[config.mk]
export PLATFORM = sky130hd
export DESIGN_NAME = rdwr_tx_arb
export DESIGN_NICKNAME = d
export VERILOG_FILES = /design/src/rtl/rdwr_arb_pkg.sv /design/src/rtl/rd_credit_ctr.sv /design/src/rtl/rdwr_tx_arb.sv
export SDC_FILE = /design/constraint.sdc
export NUM_CORES = 1
export LEC_CHECK = 0
export BUFFER_PORTS_ARGS = -buffer_cell sky130_fd_sc_hd__buf_2
export CAP_MARGIN = 20
export CORE_AREA = 2 2 661 663
export CTS_BUF_LIST = sky130_fd_sc_hd__clkbuf_16
export DETAILED_ROUTE_END_ITERATION = 10
export DIE_AREA = 0 0 663 665
export HOLD_SLACK_MARGIN = 0.06
export PLACE_DENSITY = 0.3
export SYNTH_ARGS = -nofsm -noshare
export SYNTH_HDL_FRONTEND = slang
export SYNTH_SLANG_ARGS = --single-unit
export TNS_END_PERCENT = 10
[constraint.sdc]
create_clock -name Clk_400 -period 6.64 [get_ports Clk_400]
set_clock_uncertainty 0.1 [all_clocks]
set_input_delay 1.328 -clock Clk_400 [delete_from_list [all_inputs] [get_ports Clk_400]]
set_output_delay 1.328 -clock Clk_400 [all_outputs]
set_load 0.02 [all_outputs]
[src/rtl/rdwr_arb_pkg.sv]
// Shared types for the read/write fabric request arbiter.
//   arb_state_e : arbiter state (free arbitration or locked write burst)
//   DSM_TID     : transaction id stamped on status writes
//   tx_req_t    : registered fabric request (address is kept separately
//                 because its width is a parameter of the top module)
package rdwr_arb_pkg;

  typedef enum logic {
    ARB      = 1'b0,
    WR_BURST = 1'b1
  } arb_state_e;

  localparam logic [15:0] DSM_TID = 16'hFFFF;

  typedef struct packed {
    logic         valid;
    logic         is_wr;
    logic [15:0]  tid;
    logic [511:0] data;
    logic [1:0]   len;
    logic         sop;
  } tx_req_t;

endpackage

[src/rtl/rd_credit_ctr.sv]
// Outstanding read-CL counter.
//   clk, srst   : clock, synchronous active-high reset
//   rd_grant    : a read was granted this cycle
//   rd_len      : length (CLs-1) of the read being offered/granted
//   rsp_valid   : one read-response CL returned this cycle
//   rd_pend     : outstanding read CLs
//   rd_elig     : the offered read fits under MAX_RD_PEND
//   underflow   : response arrived with nothing outstanding
module rd_credit_ctr #(
  parameter int MAX_RD_PEND = 512
) (
  input  logic       clk,
  input  logic       srst,
  input  logic       rd_grant,
  input  logic [1:0] rd_len,
  input  logic       rsp_valid,
  output logic [9:0] rd_pend,
  output logic       rd_elig,
  output logic       underflow
);

  logic [10:0] need;
  logic [10:0] add;
  logic [10:0] pend_next;
  logic        dec;

  // 11-bit sum so a near-full counter plus a 4-CL read cannot wrap.
  assign need      = {1'b0, rd_pend} + 11'(rd_len) + 11'd1;
  assign rd_elig   = (need <= 11'(MAX_RD_PEND));

  // A response with nothing outstanding is an error and is not counted.
  assign underflow = rsp_valid && (rd_pend == 10'd0);
  assign dec       = rsp_valid && (rd_pend != 10'd0);
  assign add       = rd_grant ? (11'(rd_len) + 11'd1) : 11'd0;
  assign pend_next = {1'b0, rd_pend} + add - (dec ? 11'd1 : 11'd0);

  always_ff @(posedge clk) begin
    if (srst) begin
      rd_pend <= '0;
    end else begin
      rd_pend <= pend_next[9:0];
    end
  end

endmodule

[src/rtl/rdwr_tx_arb.sv]
// Arbiter sharing one fabric request channel between the read/write test
// engine and the DSM status writer.
//   Clk_400, test_Reset          : clock, synchronous active-high reset
//   rw2ab_Rd*  / ab2rw_RdSent    : read requests and their grant
//   rw2ab_Wr*  / ab2rw_WrSent    : test-write beats and their grant
//   ab2rw_WrAlmFull              : fabric almost-full echoed to the engine
//   dsm_Wr*    / dsm_WrSent      : single-CL status writes and their grant
//   tx_*                         : registered request to the fabric
//   tx_AlmFull                   : fabric backpressure, blocks all grants
//   rx_RdRspValid / rd_Pend      : read-response return, outstanding CLs
//   err_Proto                    : sticky protocol error
module rdwr_tx_arb
  import rdwr_arb_pkg::*;
#(
  parameter int ADDR_LMT    = 20,
  parameter int MAX_RD_PEND = 512
) (
  input  logic                Clk_400,
  input  logic                test_Reset,
  input  logic                rw2ab_RdEn,
  input  logic [ADDR_LMT-1:0] rw2ab_RdAddr,
  input  logic [15:0]         rw2ab_RdTID,
  input  logic [1:0]          rw2ab_RdLen,
  input  logic                rw2ab_RdSop,
  output logic                ab2rw_RdSent,
  input  logic                rw2ab_WrEn,
  input  logic [ADDR_LMT-1:0] rw2ab_WrAddr,
  input  logic [15:0]         rw2ab_WrTID,
  input  logic [511:0]        rw2ab_WrDin,
  input  logic [1:0]          rw2ab_WrLen,
  input  logic                rw2ab_WrSop,
  output logic                ab2rw_WrSent,
  output logic                ab2rw_WrAlmFull,
  input  logic                dsm_WrEn,
  input  logic [ADDR_LMT-1:0] dsm_WrAddr,
  input  logic [511:0]        dsm_WrDin,
  output logic                dsm_WrSent,
  output logic                tx_Valid,
  output logic                tx_IsWr,
  output logic [ADDR_LMT-1:0] tx_Addr,
  output logic [15:0]         tx_TID,
  output logic [511:0]        tx_Data,
  output logic [1:0]          tx_Len,
  output logic                tx_Sop,
  input  logic                tx_AlmFull,
  input  logic                rx_RdRspValid,
  output logic [9:0]          rd_Pend,
  output logic                err_Proto
);

  arb_state_e          state_reg;
  logic [1:0]          beats_left_reg;
  logic                last_wr_reg;
  logic                err_reg;
  tx_req_t             tx_reg;
  logic [ADDR_LMT-1:0] tx_addr_reg;

  logic grant_rd, grant_wr, grant_dsm;
  logic rd_elig, rd_req, wr_req, underflow, proto_err;

  rd_credit_ctr #(.MAX_RD_PEND(MAX_RD_PEND)) u_credit (
    .clk       (Clk_400),
    .srst      (test_Reset),
    .rd_grant  (grant_rd),
    .rd_len    (rw2ab_RdLen),
    .rsp_valid (rx_RdRspValid),
    .rd_pend   (rd_Pend),
    .rd_elig   (rd_elig),
    .underflow (underflow)
  );

  // Outside a burst, only a start-of-packet beat may open a write.
  assign rd_req = rw2ab_RdEn && rd_elig;
  assign wr_req = rw2ab_WrEn && rw2ab_WrSop;

  always_comb begin
    grant_rd  = 1'b0;
    grant_wr  = 1'b0;
    grant_dsm = 1'b0;
    if (!test_Reset && !tx_AlmFull) begin
      if (state_reg == WR_BURST) begin
        grant_wr = rw2ab_WrEn;
      end else if (dsm_WrEn) begin
        grant_dsm = 1'b1;
      end else if (rd_req && wr_req) begin
        // Tie goes to whoever did not win the previous read/write grant.
        grant_rd = last_wr_reg;
        grant_wr = !last_wr_reg;
      end else begin
        grant_rd = rd_req;
        grant_wr = wr_req;
      end
    end
  end

  assign proto_err = underflow
                  || (rw2ab_WrEn && (state_reg == WR_BURST) && rw2ab_WrSop)
                  || (rw2ab_WrEn && (state_reg == ARB) && !rw2ab_WrSop);

  always_ff @(posedge Clk_400) begin
    if (test_Reset) begin
      state_reg      <= ARB;
      beats_left_reg <= '0;
      last_wr_reg    <= 1'b0;
      err_reg        <= 1'b0;
      tx_reg         <= '0;
      tx_addr_reg    <= '0;
    end else begin
      if (grant_rd) begin
        last_wr_reg <= 1'b0;
      end else if (grant_wr) begin
        last_wr_reg <= 1'b1;
      end

      if (proto_err) begin
        err_reg <= 1'b1;
      end

      case (state_reg)
        ARB: begin
          if (grant_wr && (rw2ab_WrLen != 2'd0)) begin
            beats_left_reg <= rw2ab_WrLen;
            state_reg      <= WR_BURST;
          end
        end
        WR_BURST: begin
          // A stray Sop here is only flagged; the beat still counts down.
          if (grant_wr) begin
            beats_left_reg <= beats_left_reg - 2'd1;
            if (beats_left_reg == 2'd1) begin
              state_reg <= ARB;
            end
          end
        end
        default: state_reg <= ARB;
      endcase

      tx_reg      <= '0;
      tx_addr_reg <= '0;
      if (grant_rd) begin
        tx_reg.valid <= 1'b1;
        tx_reg.tid   <= rw2ab_RdTID;
        tx_reg.len   <= rw2ab_RdLen;
        tx_reg.sop   <= rw2ab_RdSop;
        tx_addr_reg  <= rw2ab_RdAddr;
      end else if (grant_dsm) begin
        tx_reg.valid <= 1'b1;
        tx_reg.is_wr <= 1'b1;
        tx_reg.tid   <= DSM_TID;
        tx_reg.data  <= dsm_WrDin;
        tx_reg.sop   <= 1'b1;
        tx_addr_reg  <= dsm_WrAddr;
      end else if (grant_wr) begin
        tx_reg.valid <= 1'b1;
        tx_reg.is_wr <= 1'b1;
        tx_reg.tid   <= rw2ab_WrTID;
        tx_reg.data  <= rw2ab_WrDin;
        tx_reg.len   <= rw2ab_WrLen;
        tx_reg.sop   <= rw2ab_WrSop;
        tx_addr_reg  <= rw2ab_WrAddr;
      end
    end
  end

  assign ab2rw_RdSent    = grant_rd;
  assign ab2rw_WrSent    = grant_wr;
  assign dsm_WrSent      = grant_dsm;
  assign ab2rw_WrAlmFull = tx_AlmFull;
  assign err_Proto       = err_reg;
  assign tx_Valid        = tx_reg.valid;
  assign tx_IsWr         = tx_reg.is_wr;
  assign tx_Addr         = tx_addr_reg;
  assign tx_TID          = tx_reg.tid;
  assign tx_Data         = tx_reg.data;
  assign tx_Len          = tx_reg.len;
  assign tx_Sop          = tx_reg.sop;

endmodule

==> impl_results.md <==
* Portion of total power attributed to combinational logic at around a fifth
* Most numerous cell in the Yosys netlist: sky130_fd_sc_hd__dfxtp_1
* Wirelength per Cell at approximately 34 µm
* Sequential cell area fraction in the yosys report at a little over three fifths
* IO buf count at around 1.7k
* Post-Route Hold Slack at 0.4126 ns
* Unrepaired setup endpoints after global routing: no
* Count of flip-flops with a built-in enable after synthesis at 0
* Multi-input gate area in the final layout at about 6000 µm²
* GRT Resource Usage Total at around an eighth
* Peak VDD IR at around 0.17 mV
* Number of buffers inserted for hold repair after clock tree synthesis at 0
* Post-synthesis sequential element count at approximately 570
* Non-filler instance count after layout at between 8k and 9k
* Min-Delay Startpoint: beats_left_reg[0]$_SDFFE_PP0P_
* Leakage power of the design at 16.08 nW
* Number of H-tree levels at 3
* Overall routed net length at just over 300000 µm
* Max-cap viol count at 0
* Boundary Pins at 1697
* Peak fanout along the critical path at 19
* Largest net degree at the start of global routing at between 150 and 200
* Number of gates resized after cts at 0
* Most area-hungry cell type in the Yosys netlist: sky130_fd_sc_hd__dfxtp_1
* Cells on worst reg2reg path at 17
* Cell Count Post-Placement at between 8k and 9k
* Area grow syn2layout at 100.5%
* Total net switching power at around 3.3 mW
* Remaining antenna violation count after routing at 0
* Maximum single-stage delay on the critical path at ~0.46 ns
* Number of different library cells in the post-synthesis netlist at 45
* Die area at 440900 µm²
* First-pass GRT wire length at 350800 µm
* Reg-to-reg slack, setup at 1.93 ns
* Final count of hold timing violations at 0
* Data arrival, critical path at 3.64 ns
* Width of the chip at about 660 µm
* Startpoint-to-endpoint class of the critical path: in -> out
* Top area cells in the synthesized netlist: sky130_fd_sc_hd__dfxtp_1, sky130_fd_sc_hd__a22o_1, sky130_fd_sc_hd__a221o_1
* Initial cell density of the core at under 10%
* Area share of the largest cell type after synthesis at between 60% and 70%
* Filler cells at roughly 50k
* Most used standard cells in the synthesized netlist: sky130_fd_sc_hd__dfxtp_1, sky130_fd_sc_hd__a22o_1, sky130_fd_sc_hd__clkbuf_1
* 1st-iter DRT viols at approximately 1.3k
* Number of flip-flops in the largest register at between 500 and 600
* Clock sink count at 568
* Syn avg cell area at about 13 µm²
* Setup repair bufs after CTS at 0
* Dpl hpwl at 277500 µm
* Final-report max-slew violation count at 0
* DRC violation count after routing at 0
* Number of synthesis warnings at 0
* Proportion of power drawn by flip-flops and latches at ~37%
* Hold Crit Depth at 2
* Worst hold endpoint: beats_left_reg[0]$_SDFFE_PP0P_
* Pint at 6.825 mW
* Category of the worst setup path capture point: output pin
* Type of origin of the critical path: input port
* Clock latency on the worst-skew pair at around 0.77 ns
* Maximum root-to-sink buffer count at 4
* Worst slew slack as a fraction of its limit at roughly 17%
* Ratio of final minimum period to clock period at 76.39%
* Detailed-route vias per instance at approximately 2.4
* Count of final setup violators at 0
* Via count of the first global-routing pass at ~22k
* Critical R2R Capture: u_credit.rd_pend[9]$_SDFF_PP0_
* Overflow left after global routing at 0
* Main synth FF type: sky130_fd_sc_hd__dfxtp_1
* Number of antenna violations at the first check in global routing at 217
* Rows at 242
* Number of clock buffers inserted by TritonCTS at 86
* First-pass iteration count of the detailed router at 5
* Syn Std Cell Area at roughly 18000 µm²
* Most repeated library cell on the critical path: sky130_fd_sc_hd__buf_2
* Outcome: completed
* Worst slew pin tran at 1.251 ns
* Chip Height at about 670 µm
* Clock transition at the registers of the reported paths at ~0.060 ns
* Power density relative to cell area at approximately 280 nW/µm²
* Utilization of the core after routing at between 8 and 9%
* Root buf cell: sky130_fd_sc_hd__clkbuf_16
* Syn Nets at roughly 2.6k
* Startpoint of the lowest-slack register-to-register path: u_credit.rd_pend[1]$_SDFF_PP0_
* Min-delay worst type: reg -> reg
* Critical path, cell by cell: buf_2, ha_1, nor2b_4, o2111ai_1, or4_1, a2111o_1, a21oi_4, buf_4, buf_2
* Footprint of the flip-flops and latches at between 10000 and 15000 µm²
* Required time reported for the critical path endpoint at approximately 5.2 ns
* Aggregate negative setup slack at 0 ns
* Slowest stage cell, crit path: sky130_fd_sc_hd__a2111o_1
* Routability-driven placement congestion ratio at 1.009
* Cell count after synthesis at 1423
* Clock tree from TritonCTS: yes
* Fraction of layout cells with a size suffix above 1 at about 58%
* Switching portion of total power at 32.83%
* Final net count at ~4.3k
* Share of synthesized registers carrying an async set or reset at 0%
* Maximum clock frequency at 197.1 MHz
* Count of vias placed by the detailed router at between 20k and 25k
* Final total power at between 10 and 15 mW
* Core box area at between 400000 and 500000 µm²
* Clk network pwr share at between 40% and 50%
* Post-layout minimum cycle time at just over 5 ns
layout by cell type (no fill, tap or decap), drive strengths merged, types with 21 or more instances in the layout:
cell    netlist  routed
buf          60    1717
dfxtp       568     568
a22o        514     514
clkbuf       71      88
diode         0      72
inv          24      42
a221o        37      37
clkinv        0      32
ha           25      25
and2         21      21
power groups by stage:
stage          Combinational, mW  Clock (mW)  Sequential, mW
2_1_floorplan              0.536           0            4.00
3_3_place_gp                2.06           0            3.83
3_5_place_dp                2.03           0            3.82
4_1_cts                     2.04        4.67            3.76
5_1_grt                     2.13        4.75            3.77
6_report                    1.98        4.43            3.75
cell families (layout without fill, tap and decap cells):
kind of cell,count (synthesis),in the layout,share of synthesized area (%)
xor+xnor,10,10,0.4858
compound gates,590,590,28.50
flops,568,568,63.07
buf+inv,155,1888,3.789
simple gates,71,71,2.145
other cells,0,72,0
mux,3,3,0.1666
fa+ha+maj,26,26,1.846
worst max path at each step:
stage,from,to,slack (ns),cells after the start
global route,rw2ab_RdLen[1],u_credit.rd_pend[9]$_SDFF_PP0_,1.43,18
finish,rw2ab_RdLen[1],ab2rw_RdSent,1.57,9
global placement,rw2ab_RdLen[1],u_credit.rd_pend[9]$_SDFF_PP0_,0.78,18
detailed placement,rw2ab_RdLen[1],u_credit.rd_pend[9]$_SDFF_PP0_,0.88,18
CTS,rw2ab_RdLen[1],ab2rw_RdSent,1.59,9
floorplan,rw2ab_RdLen[1],u_credit.rd_pend[9]$_SDFF_PP0_,1.03,18
area by class of cell:
class                           instances  share of cell area, %
Antenna cell                           72                 0.4985
Clock buffer                           88                  6.092
Clock inverter                         59                  1.125
Inverter                               24                 0.2492
Multi-Input combinational cell        700                  16.60
Sequential cell                       568                  31.46
Tap cell                             5734                  19.85
Timing Repair Buffer                 1717                  24.13
worst max-delay path, delay by kind of cell:
family / cells / cell delay, ns
AND/OR/NAND/NOR: 2 / 0.63
adder cells (fa/ha/maj): 1 / 0.29
AO/OA/AOI/OAI: 3 / 0.79
buffers and inverters: 3 / 0.61
layer usage:
metal	track usage [%]	part of all wire [%]
met1	11.93	31
met2	22.54	47
met3	10.61	18
met4	3.336	3.4
met5	0	0.20
through the flow:
| step | worst slack, ns | cell area (µm²) |
|---|---|---|
| 2_1_floorplan | 1.029 | 18030 |
| 3_3_place_gp | 0.7812 | 33360 |
| 3_5_place_dp | 0.8796 | 33360 |
| 4_1_cts | 1.586 | 35970 |
| 5_1_grt | 1.430 | 36060 |
| 6_report | 1.568 | 36150 |
(Power assumes the default switching activity.)
